**src/rtl/approx_stats_pkg.sv**
```systemverilog
// Shared types and helpers for the approximate-multiplier error statistics block.
package approx_stats_pkg;

  localparam int OP_W   = 8;
  localparam int PROD_W = 16;

  typedef enum logic [1:0] {IDLE, RUN, DRAIN, DONE} state_e;

  // Returns {clamped, result}; lim is the all-ones value of the accumulator width.
  function automatic logic [64:0] sat_add(input logic [63:0]       acc,
                                          input logic [PROD_W-1:0] ed,
                                          input logic [63:0]       lim);
    logic [64:0] s;
    s = {1'b0, acc} + {49'd0, ed};
    if (s > {1'b0, lim}) sat_add = {1'b1, lim};
    else                 sat_add = s;
  endfunction

endpackage

```
**src/rtl/err_dist_stage.sv**
```systemverilog
// Two-stage datapath: exact product capture, then absolute error distance and error flag.
module err_dist_stage
  import approx_stats_pkg::*;
(
  input  logic              clk,
  input  logic              rst,
  input  logic              in_valid,
  input  logic [OP_W-1:0]   a,
  input  logic [OP_W-1:0]   b,
  input  logic [PROD_W-1:0] prod_approx,
  output logic              out_valid,
  output logic [PROD_W-1:0] ed,
  output logic              ne,
  output logic              busy
);

  logic [2:1]        vld_pipe_q, vld_pipe_d;
  logic [PROD_W-1:0] exact_q, exact_d;
  logic [PROD_W-1:0] approx_q, approx_d;
  logic [PROD_W-1:0] ed_q, ed_d;
  logic              ne_q, ne_d;
  logic [PROD_W-1:0] diff;

  always_comb begin
    vld_pipe_d = {vld_pipe_q[1], in_valid};
    exact_d    = exact_q;
    approx_d   = approx_q;
    ed_d       = ed_q;
    ne_d       = ne_q;
    diff       = (exact_q >= approx_q) ? (exact_q - approx_q) : (approx_q - exact_q);
    // Data registers only move with a valid so idle cycles don't toggle the datapath.
    if (in_valid) begin
      exact_d  = {8'd0, a} * {8'd0, b};
      approx_d = prod_approx;
    end
    if (vld_pipe_q[1]) begin
      ed_d = diff;
      ne_d = (diff != '0);
    end
  end

  always_ff @(posedge clk or posedge rst) begin
    if (rst) begin
      vld_pipe_q <= '0;
      exact_q    <= '0;
      approx_q   <= '0;
      ed_q       <= '0;
      ne_q       <= 1'b0;
    end else begin
      vld_pipe_q <= vld_pipe_d;
      exact_q    <= exact_d;
      approx_q   <= approx_d;
      ed_q       <= ed_d;
      ne_q       <= ne_d;
    end
  end

  assign out_valid = vld_pipe_q[2];
  assign ed        = ed_q;
  assign ne        = ne_q;
  assign busy      = |vld_pipe_q;

endmodule

```
**src/rtl/approx_err_stats.sv**
```systemverilog
// Run-based error statistics (count, saturating ED sum, max ED) for approximate 8x8 products.
module approx_err_stats
  import approx_stats_pkg::*;
#(
  parameter int CNT_W = 16,
  parameter int ACC_W = 32
) (
  input  logic              clk,
  input  logic              rst,
  input  logic              start,
  input  logic [CNT_W-1:0]  num_samples,
  input  logic              in_valid,
  output logic              in_ready,
  input  logic [OP_W-1:0]   a,
  input  logic [OP_W-1:0]   b,
  input  logic [PROD_W-1:0] prod_approx,
  output logic              busy,
  output logic              done,
  output logic [CNT_W-1:0]  err_count,
  output logic [ACC_W-1:0]  sum_ed,
  output logic [PROD_W-1:0] max_ed,
  output logic              sum_sat
);

  state_e            state_q, state_d;
  logic [CNT_W-1:0]  n_q, n_d;
  logic [CNT_W-1:0]  acc_cnt_q, acc_cnt_d;
  logic [CNT_W-1:0]  err_count_q, err_count_d;
  logic [ACC_W-1:0]  sum_ed_q, sum_ed_d;
  logic [PROD_W-1:0] max_ed_q, max_ed_d;
  logic              sum_sat_q, sum_sat_d;
  logic              done_q, done_d;

  logic              fire;
  logic              s2_valid, s2_ne, pipe_busy;
  logic [PROD_W-1:0] s2_ed;
  logic [64:0]       add_res;
  logic [CNT_W-1:0]  acc_cnt_inc;

  assign in_ready = (state_q == RUN);
  assign fire     = in_valid & in_ready;

  err_dist_stage u_stage (
    .clk         (clk),
    .rst         (rst),
    .in_valid    (fire),
    .a           (a),
    .b           (b),
    .prod_approx (prod_approx),
    .out_valid   (s2_valid),
    .ed          (s2_ed),
    .ne          (s2_ne),
    .busy        (pipe_busy)
  );

  always_comb begin
    state_d     = state_q;
    n_d         = n_q;
    acc_cnt_d   = acc_cnt_q;
    err_count_d = err_count_q;
    sum_ed_d    = sum_ed_q;
    max_ed_d    = max_ed_q;
    sum_sat_d   = sum_sat_q;
    done_d      = 1'b0;
    acc_cnt_inc = acc_cnt_q + 1'b1;
    add_res     = sat_add(64'(sum_ed_q), s2_ed, 64'({ACC_W{1'b1}}));

    if (s2_valid) begin
      err_count_d = err_count_q + {{(CNT_W-1){1'b0}}, s2_ne};
      sum_ed_d    = add_res[ACC_W-1:0];
      sum_sat_d   = sum_sat_q | add_res[64];
      if (s2_ed > max_ed_q) max_ed_d = s2_ed;
    end

    case (state_q)
      IDLE, DONE: begin
        // Pipeline is empty here, so clearing stats cannot race an update.
        if (start) begin
          n_d         = num_samples;
          acc_cnt_d   = '0;
          err_count_d = '0;
          sum_ed_d    = '0;
          max_ed_d    = '0;
          sum_sat_d   = 1'b0;
          if (num_samples == '0) begin
            state_d = DONE;
            done_d  = 1'b1;
          end else begin
            state_d = RUN;
          end
        end
      end
      RUN: begin
        if (fire) begin
          acc_cnt_d = acc_cnt_inc;
          if (acc_cnt_inc == n_q) state_d = DRAIN;
        end
      end
      DRAIN: begin
        if (!pipe_busy) begin
          state_d = DONE;
          done_d  = 1'b1;
        end
      end
      default: state_d = IDLE;
    endcase
  end

  always_ff @(posedge clk or posedge rst) begin
    if (rst) begin
      state_q     <= IDLE;
      n_q         <= '0;
      acc_cnt_q   <= '0;
      err_count_q <= '0;
      sum_ed_q    <= '0;
      max_ed_q    <= '0;
      sum_sat_q   <= 1'b0;
      done_q      <= 1'b0;
    end else begin
      state_q     <= state_d;
      n_q         <= n_d;
      acc_cnt_q   <= acc_cnt_d;
      err_count_q <= err_count_d;
      sum_ed_q    <= sum_ed_d;
      max_ed_q    <= max_ed_d;
      sum_sat_q   <= sum_sat_d;
      done_q      <= done_d;
    end
  end

  assign busy      = (state_q == RUN) || (state_q == DRAIN);
  assign done      = done_q;
  assign err_count = err_count_q;
  assign sum_ed    = sum_ed_q;
  assign max_ed    = max_ed_q;
  assign sum_sat   = sum_sat_q;

endmodule

```
**config.mk**
```make
export PLATFORM = sky130hd
export DESIGN_NAME = approx_err_stats
export DESIGN_NICKNAME = d
export VERILOG_FILES = /design/src/rtl/approx_stats_pkg.sv /design/src/rtl/err_dist_stage.sv /design/src/rtl/approx_err_stats.sv
export SDC_FILE = /design/constraint.sdc
export NUM_CORES = 1
export LEC_CHECK = 0
export CELL_PAD_IN_SITES_DETAIL_PLACEMENT = 1
export CELL_PAD_IN_SITES_GLOBAL_PLACEMENT = 2
export CORE_MARGIN = 8
export CORE_UTILIZATION = 32
export DETAILED_ROUTE_END_ITERATION = 7
export PLACE_DENSITY = 0.81
export SYNTH_ARGS = -nofsm -noshare
export SYNTH_HDL_FRONTEND = slang
export SYNTH_SLANG_ARGS = --single-unit
```
**constraint.sdc**
```tcl
create_clock -name clk -period 4.7 [get_ports clk]
set_input_delay 0.47 -clock clk [delete_from_list [all_inputs] [get_ports clk]]
set_output_delay 0.47 -clock clk [all_outputs]
set_load 0.005 [all_outputs]
```
# Word level (Yosys, flattened, before mapping)

Index checks and enable logic that the tools add are counted.

Add/sub/neg operators: 5
$lt $le $gt $ge: 3
Equal/unequal tests: 8
Mux-type cells: 28
$mul: 1
Reduce and logical (&&, ||, !) cells: 10
Bitwise gates (word level): 2

Operators with widths:

| operator              | number |
|---|---|
| $mux 16               | 10 |
| $mux 32               | 3 |
| $mux 65               | 1 |
| $add 32x16->33        | 1 |
| $gt 33x32->1 const B  | 1 |
| $pmux 16 s2           | 1 |
| $sub 16x16->16        | 2 |
| $add 16x1->16         | 1 |
| $add 16x1->16 const B | 1 |
| $eq 16x16->1          | 1 |
| $ge 16x16->1          | 1 |
| $gt 16x16->1          | 1 |
| $logic_not 16->1      | 1 |
| $mul 8x8->16          | 1 |
| $reduce_bool 16->1    | 1 |
| $mux 2                | 5 |
| $mux 1                | 6 |
| $pmux 2 s3            | 1 |
| $eq 2x2->1 const B    | 2 |
| $ne 2x1->1 const B    | 2 |
| $ne 2x2->1 const B    | 2 |
| $reduce_and 4->1      | 1 |
| $reduce_or 2->1       | 2 |
| $reduce_and 3->1      | 1 |
| 8 further kinds       | 8 |

Output and inout bits: 68
Register bits: 151
Word-level logic and storage cells: 70
Input bits: 52

# Depth between registers and ports, before layout

Gate-level depths: netlist of run 1.

Depth after elaboration: 7
Gate-level depth with buffers: 19
Gate-level depth less buffers: 19

# Hierarchy

A second synthesis of run 1 with hierarchy kept.

Cell total of the unflattened synthesis: 1,358
Area, all modules: 11,775.0 µm²

Modules (own cells, without submodules):

| module           | cells an instance | sequential area each (µm²) | times used | area an instance (µm²) |
|---|---|---|---|---|
| approx_err_stats | 746               | 2,502.4                    | 1          | 6,368.6 |
| err_dist_stage   | 612               | 1,276.2                    | 1          | 5,406.4 |

# Worst setup path after synthesis of run 1

Ideal clock, no wire load.

Path type: input-to-reg
Start point: input port a[5]
End point: register u_stage.exact_q[13]
Slack: 276 ps
Cell stages on the path: 17
Required time: 4,575 ps
Data arrival time: 4,299 ps
Setup time: 125 ps
Buffers on the path: 1
Cells stage by stage: clkbuf_1 nand2_1 fa_1 fa_1 inv_1 fa_1 inv_1 fa_1 inv_1 ha_1 a21boi_0 o21ai_0 a21oi_1 o2111ai_1 nand3b_1 xor2_1 mux2_2

Cells in the longest elaborated chain, start to end: 1

RTL lines:

| what                   | RTL line               | source |
|---|---|---|
| start: declaration     | approx_err_stats.sv:14 | `input logic [OP_W-1:0] a,` |
| $mul 8x8->16           | err_dist_stage.sv:33   | `exact_d = {8'd0, a} * {8'd0, b};` |
| end signal: assignment | err_dist_stage.sv:51   | `exact_q <= exact_d;` |
| end: declaration       | err_dist_stage.sv:18   | `logic [PROD_W-1:0] exact_q, exact_d;` |

Every way passes these cells.
A chain may end at the register's enable or synchronous reset.

# Final worst setup path of run 1

Start point: input port b[7]
End point: register u_stage.exact_q[13]

Cells in the longest elaborated chain, start to end: 1

RTL lines:

| what               | RTL line               | source |
|---|---|---|
| start: declaration | approx_err_stats.sv:15 | `input logic [OP_W-1:0] b,` |
| $mul 8x8->16       | err_dist_stage.sv:33   |  |

Every way passes these cells.

==> results.sh, run 1 <==
export IMPL_cts_tree="built"
export IMPL_yosysTopAreaCell="dfrtp_1"
export IMPL_first_pass_iters=4
export IMPL_synth_cell_types=67
export IMPL_finalCriticalPeriod_ps=4477
export IMPL_antenna_left=0
export IMPL_status="finished clean"
export IMPL_ys_dominant_reg_cell="dfrtp_1"
export IMPL_grt_pass1_vias=10390
export IMPL_synth_xor_area_share_pct=5.064
export IMPL_clkSlewWorstSetupHoldPaths_ps=70
export IMPL_postCtsHoldBufs=0
export IMPL_grt_pass1_wl_mm=55.30
export IMPL_power_density_mw_per_mm2=676.3
export IMPL_vias=9860
export IMPL_clkSinkCount=151
export IMPL_dieArea_mm2=0.04197
export IMPL_floorplan_initialDensity_pct=32.33
export IMPL_grt_max_degree=83
export IMPL_async_flop_share_pct=100.0
export IMPL_routedWlPerCell_um=17.71
export IMPL_slew_headroom_pct=26.37
export IMPL_ir_drop_v=0.0002659
export IMPL_crit_path_end_kind="register"
export IMPL_vias_per_cell=5.157
export IMPL_skew_ps=10.41
export IMPL_cts_buffers=17
export IMPL_crit_slowest_cell="fa_1"
export IMPL_core_area_mm2=0.03531
export IMPL_maxCapViolCount=0
export IMPL_slew_violations=0
export IMPL_hold_viol=0
export IMPL_avgSynthCellArea_um2=8.708
export IMPL_synth_nets=1507
export IMPL_hp_class="input pin to async pin"
export IMPL_rows=69
export IMPL_crit_top_cell="fa_1"
export IMPL_yosys_top_cells_area="dfrtp_1 (33%), ha_1 (12%), fa_1 (6.8%)"
export IMPL_path_max_fanout=3
export IMPL_grt_antenna_before_repair=0
export IMPL_hold_slack_ps=499.6
export IMPL_synth_commonest_cells="nand2_1 (169), dfrtp_1 (151), inv_1 (128)"
export IMPL_synth_top_cell_area_share_pct=33.10
export IMPL_syn_area_mm2=0.01142
export IMPL_leakagePower_uw=0.006598
export IMPL_wirelength_mm=33.85
export IMPL_synth_warnings=0
export IMPL_post_cts_buffers=0
export IMPL_port_buffers=119
export IMPL_die_height_um=204.9
export IMPL_synth_compound_area_share_pct=17.66
export IMPL_synth_most_common_cell="nand2_1"
export IMPL_crit_chain="clkdlybuf4s50_1 -> nand2_1 -> fa_1 -> fa_1 -> inv_1 -> fa_1 -> inv_1 -> fa_1 -> inv_1 -> ha_1 -> a21boi_2 -> o21ai_1 -> a21oi_2 -> o2111ai_2 -> nand3b_1 -> xor2_1 -> mux2_2"
export IMPL_fin_area_mm2=0.01393
export IMPL_drive_above_1_share_pct=6.272
export IMPL_drc=0
export IMPL_yosys_area_share_simple_pct=17.54
export IMPL_io_pins=120
export IMPL_fill_cells=4078
export IMPL_synth_top_family_by_area="adder cells"
export IMPL_finalCritPeriodShare_pct=95.26
export IMPL_synth_cells=1311
export IMPL_cts_max_path_buffers=2
export IMPL_area_delta_synth_final_pct=22.05
export IMPL_clkLatencyLatePin_ps=440
export IMPL_cts_root_buffer="clkbuf_16"
export IMPL_die_w_um=204.9
export IMPL_max_stage_delay_ps=550
export IMPL_cp_arrival_ps=4800
export IMPL_yosysSeqAreaShare_pct=33.10
export IMPL_worst_pin_slew_ps=1104
export IMPL_fin_nets=1635
export IMPL_gp_congestion=0.8251
export IMPL_setup_tns_ps=0
export IMPL_grt_usage_pct=16.23
export IMPL_stdcell_count=1912
export IMPL_crit_type="input pin to register"
export IMPL_synth_mux_area_share_pct=2.313
export IMPL_cts_htree_levels=4
export IMPL_synth_edf_count=0
export IMPL_drt_iter0_drc=327
export IMPL_dp_hpwl_mm=26.51
export IMPL_cp_start_kind="input pin"
export IMPL_synth_adder_area_share_pct=18.35
export IMPL_crit_family="adder cells"
export IMPL_antenna_cells=0
export IMPL_rsz0062_at_grt="false"
export IMPL_place_inst=1881
export IMPL_required_ps=5020
export IMPL_overflow=0
export IMPL_worst_path_buf_inv=4
export IMPL_clock_fmax_ghz=0.2234
export IMPL_ys_seq_elements=151
export IMPL_setup_viol=0
export IMPL_dpl_cell_area_mm2=0.01329
cells by family (layout without fill, tap and decap cells):
logic type	after synthesis	count (layout)
AO/OA/AOI/OAI	319	319
multiplexers	26	26
adder cells (fa/ha/maj)	144	144
flip-flops	151	151
XOR/XNOR	66	66
buffers and inverters	177	317
AND/OR/NAND/NOR	428	428
worst paths after layout:
check | from | endpoint | slack [ps] | depth (start not counted)
max | b[7] | u_stage.exact_q[13] | 220 | 17
min in group clk | n_q[7] | n_q[7] | 500 | 2
max reg2reg | u_stage.ed[0] | sum_ed[25] | 1030 | 11
min reg2reg | n_q[7] | n_q[7] | 500 | 2
min | rst | u_stage.approx_q[6] | 500 | 2
max in group asynchronous | rst | acc_cnt_q[4] | 3260 | 3
registers in the layout, summed over array words and instances, names as in the netlist, 2 cells and up:
register	cells
u_stage.ed	16
err_count	16
acc_cnt_q	16
u_stage.approx_q	16
u_stage.vld_pipe_q	2
u_stage.exact_q	16
n_q	16
max_ed	16
sum_ed	32
state_q	2
area by class of cell:
cell class / count / area [um2] / area share [%]
Tap cell: 461 / 576.8 / 4.140
Inverter: 129 / 489.2 / 3.511
Multi-Input combinational cell: 983 / 6975 / 50.06
Timing Repair Buffer: 157 / 1499 / 10.76
Clock buffer: 20 / 466.7 / 3.349
Clock inverter: 11 / 147.6 / 1.060
Sequential cell: 151 / 3779 / 27.12
layer usage:
| metal | vias to the layer above | GRT usage, % | wire length (um) |
|---|---|---|---|
| li1 | 4762 | - | - |
| met1 | 4924 | 21.50 | 15660 |
| met2 | 146 | 27.33 | 16560 |
| met3 | 28 | 2.498 | 1213 |
| met4 | 0 | 4.110 | 416 |
| met5 | - | 0 | 0 |
per-stage QoR:
stage                     power [uW]  util [%]  setup WS, ps
after detailed placement        7989     37.64        -533.5
after global placement          7821     37.64        -315.0
after floorplan                 6126         -         165.3
after CTS                       9528     39.37         9.023
final                           9424     39.46         222.8
after global routing           10270     39.46         1.309
report_power, final:
group | internal [uW] | switching [uW] | leakage (uW)
combinational | 2410 | 3430 | 0.00435
sequential | 1710 | 407 | 0.00195
clock | 877 | 590 | 0.000302
placed cells by master, fill, tap and decap left out, types with 17 or more instances in the layout:
| master | count |
|---|---|
| a21o_1 | 28 |
| a21oi_1 | 61 |
| a31oi_1 | 22 |
| and2_1 | 36 |
| and3_1 | 22 |
| buf_4 | 37 |
| clkbuf_16 | 17 |
| clkdlybuf4s50_1 | 115 |
| dfrtp_1 | 151 |
| fa_1 | 38 |
| ha_1 | 105 |
| inv_1 | 127 |
| mux2i_1 | 23 |
| nand2_1 | 169 |
| nand3_1 | 25 |
| nor2_1 | 94 |
| o21ai_0 | 106 |
| xnor2_1 | 33 |
| xor2_1 | 33 |
timing repair:
action / 4_1_cts / 5_1_grt
gates resized for setup: 1 / 11
endpoints found under the setup margin: 1 / 6
pin swaps: 0 / 1
Power figures use the tool's default switching activity.
==> run 2: changes to the inputs <==
- MAX_ROUTING_LAYER: unset -> met4
- PLACE_DENSITY: 0.81 -> 0.84
==> run 2 against run 1 <==
Sequential share of layout area is 0.068 points higher. Register-to-register slack worse by 30 ps. Global-route usage is 0.34 points lower. Total power down 2.2%. Utilization is 0.099 points lower. Clock power is 7% lower. Flip-flop and latch count did not move. Via count decreased by 0.48%. Cell count increased by 0.21%. Setup slack worse by 39 ps. Non-clock buffer count rose by 3. Worst hold slack improved by 3.0 ps.
==> results.sh, run 2 (same netlist as run 1, synthesis figures left out) <==
export IMPL_final_core_util_pct=39.36
export IMPL_wirelength_mm=32.35
export IMPL_max_stage_delay_ps=560
export IMPL_rsz0062_at_grt="false"
export IMPL_maxCapViolCount=0
export IMPL_crit_chain="clkdlybuf4s50_1 -> nand2_1 -> fa_1 -> fa_1 -> inv_1 -> fa_1 -> inv_1 -> fa_1 -> inv_1 -> ha_1 -> buf_4 -> a21o_1 -> a21o_1 -> a41o_1 -> o211ai_1 -> xor2_1 -> o21ai_1"
export IMPL_drive_above_1_share_pct=6.392
export IMPL_dp_hpwl_mm=25.63
export IMPL_port_buffers=119
export IMPL_reg2reg_slack_ps=1000
export IMPL_layout_commonest_cell="nand2_1"
export IMPL_grt_usage_pct=15.89
export IMPL_clock_fmax_ghz=0.2214
export IMPL_overflow=0
export IMPL_largest_reg_flops=32
export IMPL_status="finished clean"
export IMPL_hold_slack_ps=502.6
export IMPL_fin_nets=1638
export IMPL_crit_path_end_kind="register"
export IMPL_grt_antenna_before_repair=0
export IMPL_clkSlewWorstSetupHoldPaths_ps=70
export IMPL_hold_viol=0
export IMPL_skew_ps=6.428
export IMPL_cp_arrival_ps=4820
export IMPL_cts_root_buffer="clkbuf_16"
export IMPL_clkSinkCount=151
export IMPL_die_w_um=204.9
export IMPL_final_cell_mix="nand2_1 (169), dfrtp_1 (151), inv_1 (127), clkdlybuf4s50_1 (115), o21ai_0 (106)"
export IMPL_crit_type="input pin to register"
export IMPL_slew_violations=0
export IMPL_floorplan_initialDensity_pct=32.33
export IMPL_path_max_fanout=2
export IMPL_crit_slowest_cell="fa_1"
export IMPL_cts_buffers=17
export IMPL_dieArea_mm2=0.04197
export IMPL_cts_htree_levels=4
export IMPL_cp_start_kind="input pin"
export IMPL_leakagePower_uw=0.006580
export IMPL_antenna_cells=0
export IMPL_vias_per_cell=5.122
export IMPL_post_cts_buffers=0
export IMPL_setup_viol=0
export IMPL_crit_top_cell="fa_1"
export IMPL_first_pass_iters=4
export IMPL_vias=9813
export IMPL_clkLatencyLatePin_ps=440
export IMPL_grt_pass1_vias=10590
export IMPL_core_area_mm2=0.03531
export IMPL_gp_congestion=0.8581
export IMPL_routedWlPerCell_um=16.88
export IMPL_slew_headroom_pct=26.01
export IMPL_grt_pass1_wl_mm=53.45
export IMPL_hp_class="register to register"
export IMPL_rows=69
export IMPL_worst_pin_slew_ps=1110
export IMPL_drc=0
export IMPL_grt_max_degree=94
export IMPL_area_delta_synth_final_pct=21.74
export IMPL_drt_iter0_drc=389
export IMPL_finalCritPeriodShare_pct=96.09
export IMPL_cts_max_path_buffers=2
export IMPL_power_density_mw_per_mm2=663.3
export IMPL_required_ps=5000
export IMPL_antenna_left=0
export IMPL_ir_drop_v=0.0003304
export IMPL_finalCriticalPeriod_ps=4516
export IMPL_cts_tree="built"
export IMPL_die_height_um=204.9
export IMPL_io_pins=120
## run 2: worst paths after layout
path | from | end | depth (start not counted)
setup reg to reg | u_stage.ed[0] | sum_ed[30] | 12
hold / removal | n_q[15] | n_q[15] | 2
hold reg to reg | n_q[15] | n_q[15] | 2
max in group asynchronous | rst | state_q[1] | 3
setup / recovery | a[0] | u_stage.exact_q[14] | 17
min in group asynchronous | rst | u_stage.approx_q[7] | 2
## run 2: cell type report
| class | count | area [um2] |
|---|---|---|
| fillers | 4135 | 21410 |
| multi-input cells | 983 | 6969 |
| flip-flops and latches | 151 | 3779 |
| repair buffers | 160 | 1509 |
| well taps | 461 | 576.8 |
| inverters | 129 | 489.2 |
| clock buffers | 18 | 439.2 |
| clock inverters | 14 | 136.4 |
## run 2: timing repair
action	in CTS	in global routing
resized for setup	0	10
hold buffers	0	0
endpoints found under the setup margin	0	5
## run 2: worst max-delay path, delay by kind of cell
kind / cells / cell delay, ps
compound gates: 5 / 850
xor+xnor: 1 / 160
fa+ha+maj: 5 / 2420
buf+inv: 5 / 800
simple gates: 1 / 100
## run 2: metal layers
layer | wire, um | GRT usage, % | up-vias
met5 | 0 | - | -
met3 | 887 | 2.087 | 34
met1 | 15040 | 19.39 | 4886
met4 | 433 | 3.829 | 0
met2 | 15990 | 27.55 | 129
li1 | - | - | 4764
## run 2: report_power, final
| part | switching [uW] | internal (uW) | total, uW |
|---|---|---|---|
| logic | 3340 | 2400 | 5730 |
| registers | 396 | 1710 | 2110 |
| clock network | 619 | 755 | 1370 |
| total | 4350 | 4860 | 9220 |
## run 2: through the flow
stage                     setup TNS, ps  cell area, um2  setup slack (ps)  total power [uW]  instances
after CTS                             0           13870             4.944              9309       1916
after global routing                  0           13900             10.26             10100       1916
final                                 0           13900             183.8              9219       1916
after detailed placement          -2265           13300            -469.8              7869       1884
after global placement            -1477           13300            -375.6              7673       1884
after floorplan                       0           11420             165.3              6126       1311
==> run 3: changes to the inputs <==
- CORE_UTILIZATION: 32 -> 36
- DONT_BUFFER_PORTS: unset -> 1
==> run 3 against run 2 <==
Total power decreased by 2.8%. Critical path depth shrank 1. Worst hold slack got worse by 500 ps. Flip-flop and latch count unchanged. Global-route usage rose by 2.3 points. First-iteration DRC count grew 13%. Combinational power decreased by 5.4%. Utilization about the same. Non-clock buffer count fell by 152. Clock skew is 5.7 ps higher. Via count decreased by 5.4%. Die area shrank 10%.
==> results.sh, run 3 (same netlist as run 1, synthesis figures left out) <==
export IMPL_status="finished clean"
export IMPL_ir_drop_v=0.0003489
export IMPL_grt_max_degree=71
export IMPL_crit_path_end_kind="register"
export IMPL_skew_ps=12.14
export IMPL_worst_pin_slew_ps=1092
export IMPL_core_area_mm2=0.03139
export IMPL_hold_viol=0
export IMPL_path_max_fanout=8
export IMPL_fin_area_mm2=0.01236
export IMPL_cp_start_kind="input pin"
export IMPL_crit_type="input pin to register"
export IMPL_cp_arrival_ps=4530
export IMPL_max_stage_delay_ps=550
export IMPL_drt_iter0_drc=438
export IMPL_setup_tns_ps=0
export IMPL_io_pins=120
export IMPL_hp_class="input pin to async pin"
export IMPL_required_ps=5020
export IMPL_drt_met1_wl_mm=15.03
export IMPL_clkSinkCount=151
export IMPL_cts_buffers=17
export IMPL_grt_usage_pct=18.14
export IMPL_crit_top_cell="fa_1"
export IMPL_antenna_cells=0
export IMPL_rows=65
export IMPL_drc=0
export IMPL_crit_family="adder cells"
export IMPL_finalCriticalPeriod_ps=4211
export IMPL_met3_length_mm=1.739
export IMPL_dieArea_mm2=0.03767
export IMPL_post_cts_buffers=0
export IMPL_maxCapViolCount=0
export IMPL_drive_above_1_share_pct=4.375
export IMPL_floorplan_initialDensity_pct=36.37
export IMPL_grt_pass1_wl_mm=54.08
export IMPL_cts_htree_levels=4
export IMPL_power_total_uw=8961
export IMPL_port_buffers=0
export IMPL_crit_slowest_cell="fa_1"
export IMPL_grt_pass1_vias=9808
export IMPL_postCtsHoldBufs=0
export IMPL_clock_fmax_ghz=0.2375
export IMPL_cts_resized=0
export IMPL_area_delta_synth_final_pct=8.297
export IMPL_vias=9287
export IMPL_die_height_um=194.1
export IMPL_slew_violations=0
export IMPL_antenna_left=0
export IMPL_cts_tree="built"
export IMPL_slew_headroom_pct=27.22
export IMPL_rsz0062_at_grt="false"
export IMPL_clkSlewWorstSetupHoldPaths_ps=70
export IMPL_leakagePower_uw=0.005952
export IMPL_crit_chain="nand2_1 -> fa_1 -> fa_1 -> inv_1 -> fa_1 -> inv_1 -> fa_1 -> inv_1 -> ha_1 -> a21boi_0 -> o21ai_0 -> a21oi_1 -> o2111ai_1 -> nand3b_1 -> xor2_1 -> mux2_2"
export IMPL_finalCritPeriodShare_pct=89.59
export IMPL_fill_cells=3702
export IMPL_place_inst=1673
export IMPL_cts_root_buffer="clkbuf_16"
export IMPL_power_density_mw_per_mm2=724.8
export IMPL_dp_hpwl_mm=25.40
export IMPL_wirelength_mm=32.96
export IMPL_dpl_cell_area_mm2=0.01179
export IMPL_overflow=0
export IMPL_multi_input_area_mm2=0.006955
export IMPL_vias_per_cell=5.447
export IMPL_largest_reg_flops=32
export IMPL_grt_antenna_before_repair=0
export IMPL_first_pass_iters=5
export IMPL_cts_max_path_buffers=2
export IMPL_stdcell_count=1705
export IMPL_setup_viol=0
export IMPL_route_met2_wl_mm=15.86
export IMPL_fin_nets=1486
export IMPL_worst_path_buf_inv=3
export IMPL_gp_congestion=0.9078
export IMPL_layout_commonest_cell="nand2_1"
export IMPL_regArea_mm2=0.003779
export IMPL_final_cell_mix="nand2_1 (169), dfrtp_1 (151), inv_1 (127), o21ai_0 (108), ha_1 (105)"
export IMPL_routedWlPerCell_um=19.33
export IMPL_highest_layer="met4"
export IMPL_final_core_util_pct=39.38
export IMPL_clkLatencyLatePin_ps=440
export IMPL_die_w_um=194.1
[run 3: cell types whose count changed in the layout (fill, tap and decap cells not counted), moves of 2 or more]
| cell | delta |
|---|---|
| buf_4 | -33 |
| clkinv_4 | +4 |
| clkinvlp_4 | -3 |
| clkdlybuf4s50_1 | -115 |
| dlymetal6s2s_1 | -4 |
| o21ai_0 | +2 |
[run 3: metal layers]
| metal | track usage, % | vias to the layer above |
|---|---|---|
| met5 | - | - |
| met4 | 3.593 | 0 |
| met3 | 4.877 | 24 |
| met2 | 29.56 | 150 |
| met1 | 22.46 | 4642 |
| li1 | - | 4471 |
[run 3: power breakdown]
part / switching, uW / leakage, uW / internal [uW]
logic: 3340 / 0.00372 / 2090
clock network: 620 / 0.000284 / 756
registers: 449 / 0.00195 / 1710
total: 4400 / 0.00595 / 4560
[run 3: worst paths after layout]
check | start | endpoint | slack (ps) | cells past startpoint
worst min register to register | n_q[1] | n_q[1] | 500 | 2
worst max-delay path | a[0] | u_stage.exact_q[13] | 490 | 16
worst min-delay path | rst | u_stage.approx_q[6] | 0.5 | 1
max in group asynchronous | rst | sum_ed[14] | 3620 | 2
min in group clk | num_samples[12] | n_q[12] | 130 | 2
worst max register to register | u_stage.approx_q[0] | u_stage.ne | 1020 | 12
[run 3: cell type report]
| cell class | count | share of cell area [%] |
|---|---|---|
| Clock buffer | 18 | 3.552 |
| Clock inverter | 14 | 1.113 |
| Inverter | 129 | 3.957 |
| Multi-Input combinational cell | 983 | 56.26 |
| Sequential cell | 151 | 30.56 |
| Tap cell | 402 | 4.068 |
| Timing Repair Buffer | 8 | 0.4858 |
[run 3: metrics by stage]
stage / setup WS, ps / hold slack [ps]
floorplan: 165.3 / 351.9
global placement: 168.0 / 484.5
detailed placement: 122.4 / 489.1
CTS: 469.0 / 7.678
global route: 251.5 / 36.10
finish: 489.2 / 0.4867
==> edit 1: new RTL, config.mk and constraints of run 2 <==
Change the parameter `CNT_W` from 16 to 12.
--- a/src/rtl/approx_err_stats.sv
+++ b/src/rtl/approx_err_stats.sv
@@ -4,3 +4,3 @@
 #(
-  parameter int CNT_W = 16,
+  parameter int CNT_W = 12,
   parameter int ACC_W = 32
Ports: changed (resized err_count and num_samples); port bits go from 120 to 112. The function was not compared with the original's and may differ.
==> edit 1 against run 2 <==
  * Maximum frequency decreased by 0.19%
  * Combinational power decreased by 2%
  * Design area decreased by 6.1%
  * Sequential share of layout area decreased by 0.52 points
  * Wire length decreased by 11%
  * Power decreased by 2.5%
  * Register-to-register slack improved by 0.10 ns
  * Non-clock buffer count decreased by 4
  * Area after synthesis decreased by 6.8%
  * Count of clock-buffer cells in the layout increased by 1
  * Worst setup slack got worse by 0.0085 ns
  * Sequential cell count decreased by 12
  * Synthesized cell count decreased by 8.5%
  * Highest routed layer unchanged
==> edit 1: results (changes against run 2) <==
* Detailed-route wire length per cell at 16.2 µm (-3.8%)
* Global-route wire length before repair at 49000 µm (-8.3%)
* Final hold slack at 0.512 ns (+0.00940 ns)
* Placed Area at 12400 µm² (-6.6%)
* HP Start: acc_cnt_q[11]$_DFFE_PP0P_
* Status: complete, no violations
* Hold Path Sink: acc_cnt_q[11]$_DFFE_PP0P_
* GR Util met3 at 2.26% (+0.18 points)
* Share of layout cells above drive strength 1 at 8.81% (+2.4 points)
* Number of buffers added on ports at 111 (-6.7%)
* First-iteration detailed-routing DRC count at 445 (+14%)
* Yosys cell types at 72 (+7.5%)
* CP Capture Point: u_stage.exact_q[15]$_DFFE_PP0P_
* Tot GR Track Use at 15.6% (-0.32 points)
* Mapped Nets at 1391 (-7.7%)
* Lkg Pwr at 6.12 nW (-7.0%)
* Post-synthesis cell count at 1199 (-8.5%)
* Via count at 8895 (-9.4%)
* P_int at 4.94 mW (+1.6%)
* # resized after CTS at 5 (+5)
* R2R Setup Slk at 1.10 ns (+0.10 ns)
* Layout Skew at 0.00860 ns (+0.00217 ns)
* Worst slew margin at 23.8% (-2.2 points)
* Detailed Route WL at 28900 µm (-11%)
* Met1 Use GR at 19.2% (-0.24 points)
* Vias in the first global route at 9715 (-8.3%)
* Largest net degree at the start of global routing at 93 (-1.1%)
* Worst Path Max Fanout at 3 (+1)
* Sequential fraction of the synthesis area at 32.7% (-0.42 points)
* Met3 WL at 868 µm (-2.1%)
* Met1 wire length at 13500 µm (-10%)
* Met2 Usage GRT at 26.7% (-0.88 points)
* Fin nets at 1519 (-7.3%)
* Critical path arrival at 4.81 ns (about the same)
* Reg-to-Reg Start: u_stage.approx_q[1]$_DFFE_PP0P_
* Commonest cells in the synthesized netlist: nand2_1 (166), dfrtp_1 (139), inv_1 (115), ha_1 (105), o21ai_0 (104)
* Worst r2r dst: u_stage.ne$_DFFE_PP0P_
* Beginning of the critical path: b[7]
* Met2 WL at 14200 µm (-11%)
* Top cells by area, synth: dfrtp_1 (33%), ha_1 (12%), fa_1 (7.3%)
* Placed Cells at 1750 (-7.1%)
* Hpwl dp at 23000 µm (-10%)
[edit 1: cell count changes in the layout (fill, tap and decap cells not counted), moves of 6 or more]
cell,before,now
nor2_1,94,68
or3_1,8,1
and3_1,22,14
mux2i_1,23,12
dfrtp_1,151,139
mux2_2,2,9
inv_1,127,114
a21o_1,28,22
a21oi_1,61,46
clkdlybuf4s50_1,115,99
a211oi_1,7,14
nand3_1,25,46
[edit 1: stage by stage]
stage                     worst slack (ns)  util (%)
after floorplan                      0.149         -
after global placement              -0.443      38.1
after detailed placement            -0.600      38.1
after CTS                         0.000524      40.0
after global routing               0.00799      40.0
final                                0.175      40.0
[edit 1: power groups by stage]
stage                     Clock (mW)  Sequential (mW)  Combinational (mW)
after floorplan                    0             1.90                4.14
after global routing            1.48             2.08                6.33
after CTS                       1.42             2.02                5.68
final                           1.39             2.01                5.59
after detailed placement           0             2.04                5.63
after global placement             0             2.02                5.47
[edit 1: final cells by class]
cell class,count,area share (%)
multi-input cells,897,49.9
flip-flops and latches,139,26.7
repair buffers,156,11.1
well taps,442,4.24
clock buffers,19,3.40
inverters,116,3.38
clock inverters,13,1.27
[edit 1: logic make-up (layout without fill, tap and decap cells)]
family	Yosys count	in the layout	share of synthesized area, %
AND/OR/NAND/NOR	398	398	17.8
flip-flops	139	139	32.7
buffers and inverters	163	304	6.36
adder cells (fa/ha/maj)	144	144	19.7
AO/OA/AOI/OAI	267	267	15.9
multiplexers	21	21	2.08
XOR/XNOR	67	67	5.51
[edit 1: critical path, delay by kind of cell]
kind                     cells  cell delay [ns]
AND/OR/NAND/NOR              1             0.08
adder cells (fa/ha/maj)      5             2.33
buffers and inverters        2             0.54
AO/OA/AOI/OAI                6             1.21
XOR/XNOR                     1             0.17
==> edit 2: new RTL, settings of run 2 <==
Without the edit above. Take the reset off `n_q` and `sum_ed_q` and load them in a clocked block of their own.
--- a/src/rtl/approx_err_stats.sv
+++ b/src/rtl/approx_err_stats.sv
@@ -111,6 +111,4 @@
       state_q     <= IDLE;
-      n_q         <= '0;
       acc_cnt_q   <= '0;
       err_count_q <= '0;
-      sum_ed_q    <= '0;
       max_ed_q    <= '0;
@@ -120,6 +118,4 @@
       state_q     <= state_d;
-      n_q         <= n_d;
       acc_cnt_q   <= acc_cnt_d;
       err_count_q <= err_count_d;
-      sum_ed_q    <= sum_ed_d;
       max_ed_q    <= max_ed_d;
@@ -128,2 +124,7 @@
     end
+  end
+
+  always_ff @(posedge clk) begin
+    n_q      <= n_d;
+    sum_ed_q <= sum_ed_d;
   end
Behaviour: not the same (a bounded check fails within 10 cycles, from zero or initial values and one cycle with rst high; the reset may be asserted at any time).
==> edit 2 against run 2 <==
  * Sequential cell count stayed put
  * Global-route usage decreased by 0.41 points
  * Power decreased by 3.5%
  * Utilization rose by 0.086 points
  * Non-clock buffer count shrank 2
  * Sequential share of layout area increased by 0.16 points
  * Design area fell by 2.7%
  * Area after synthesis down 3.3%
  * Critical endpoint unchanged
  * Wire length shrank 5.8%
  * Worst setup slack gained 0.0040 ns
==> edit 2: results (changes against run 2) <==
* Beginning of the critical path: b[5]
* HP Start: u_stage.exact_q[15]$_DFFE_PP0P_
* Global-route wire length before repair at 51300 µm (-4.0%)
* Mapped Nets at 1433 (-4.9%)
* Vias per std cell at 5.02 (-1.9%)
* Commonest cells in the synthesized netlist: inv_1 (124), nand2_1 (124), ha_1 (105), dfrtp_1 (103)
* Fin nets at 1565 (-4.5%)
* # resized after CTS at 1 (+1)
* Lkg Pwr at 6.07 nW (-7.8%)
* Layout Skew at 0.00992 ns (+0.00349 ns)
* Placed Cells at 1805 (-4.2%)
* Non-filler cells, final at 1837 (-4.1%)
* Hold Path Sink: u_stage.exact_q[15]$_DFFE_PP0P_
* Detailed-route wire length per cell at 16.6 µm (-1.8%)
* Top cells by area, synth: dfrtp_1 (23%), ha_1 (12%), fa_1 (7.1%)
* Largest net degree at the start of global routing at 80 (-15%)
* Vias in the first global route at 10000 (-5.4%)
* Fmax at 0.222 GHz (about the same)
* Tot GR Track Use at 15.5% (-0.41 points)
* R2R cell count at 10 (-2)
* Final hold slack at 0.496 ns (-0.00672 ns)
* Placer Congestion at 0.839 (-2.2%)
* Switching Share at 45.0% (-2.3 points)
* Yosys cell types at 81 (+21%)
* Initial antenna violation count at 0 (unchanged)
* First-iteration detailed-routing DRC count at 364 (-6.4%)
* Post-synthesis cell count at 1237 (-5.6%)
* Hpwl dp at 24000 µm (-6.4%)
* EDFF count, synth at 16 (+16)
* Critical path arrival at 4.81 ns (about the same)
* Placed Area at 12900 µm² (-3.0%)
* Reg-to-Reg Start: acc_cnt_q[0]$_DFFE_PP0P_
* Seq. pwr at 2.10 mW
* Worst r2r dst: state_q[1]$_DFFE_PP0P_
* Share of layout cells above drive strength 1 at 7.24% (+0.84 points)
* Power share of the clock group at 15.6% (+0.7 points)
* Status: complete, no violations
* Worst slew pin tran at 1.24 ns (+0.129 ns)
* Max VDD drop at 0.288 mV (-13%)
* CP Capture Point: u_stage.exact_q[14]$_DFFE_PP0P_
* Sequential fraction of the synthesis area at 33.5% (+0.39 points)
* Clk. pwr at 1.38 mW
* Pre-CTS setup slack at -0.469 ns (+0.00112 ns)
-- edit 2: final cells by class --
class | count | area (µm²)
flip-flops and latches | 151 | 3700
inverters | 126 | 475
repair buffers | 158 | 1510
multi-input cells | 915 | 6690
fillers | 4002 | 20800
clock buffers | 23 | 512
clock inverters | 9 | 80.1
well taps | 455 | 569
-- edit 2: logic make-up (layout without fill, tap and decap cells) --
logic type,after synthesis,in the layout,synth area share (%)
adder cells (fa/ha/maj),144,144,19.0
multiplexers,21,21,1.99
AND/OR/NAND/NOR,378,378,16.7
buffers and inverters,171,316,6.11
AO/OA/AOI/OAI,305,305,17.4
XOR/XNOR,67,67,5.31
flip-flops,151,151,33.5
-- edit 2: per-layer routing --
| layer | track usage (%) | vias up | wire length (µm) |
|---|---|---|---|
| li1 | - | 4554 | - |
| met4 | 3.70 | 0 | 398 |
| met2 | 26.3 | 136 | 14800 |
| met5 | - | - | 0 |
| met3 | 2.54 | 27 | 949 |
| met1 | 19.0 | 4509 | 14300 |
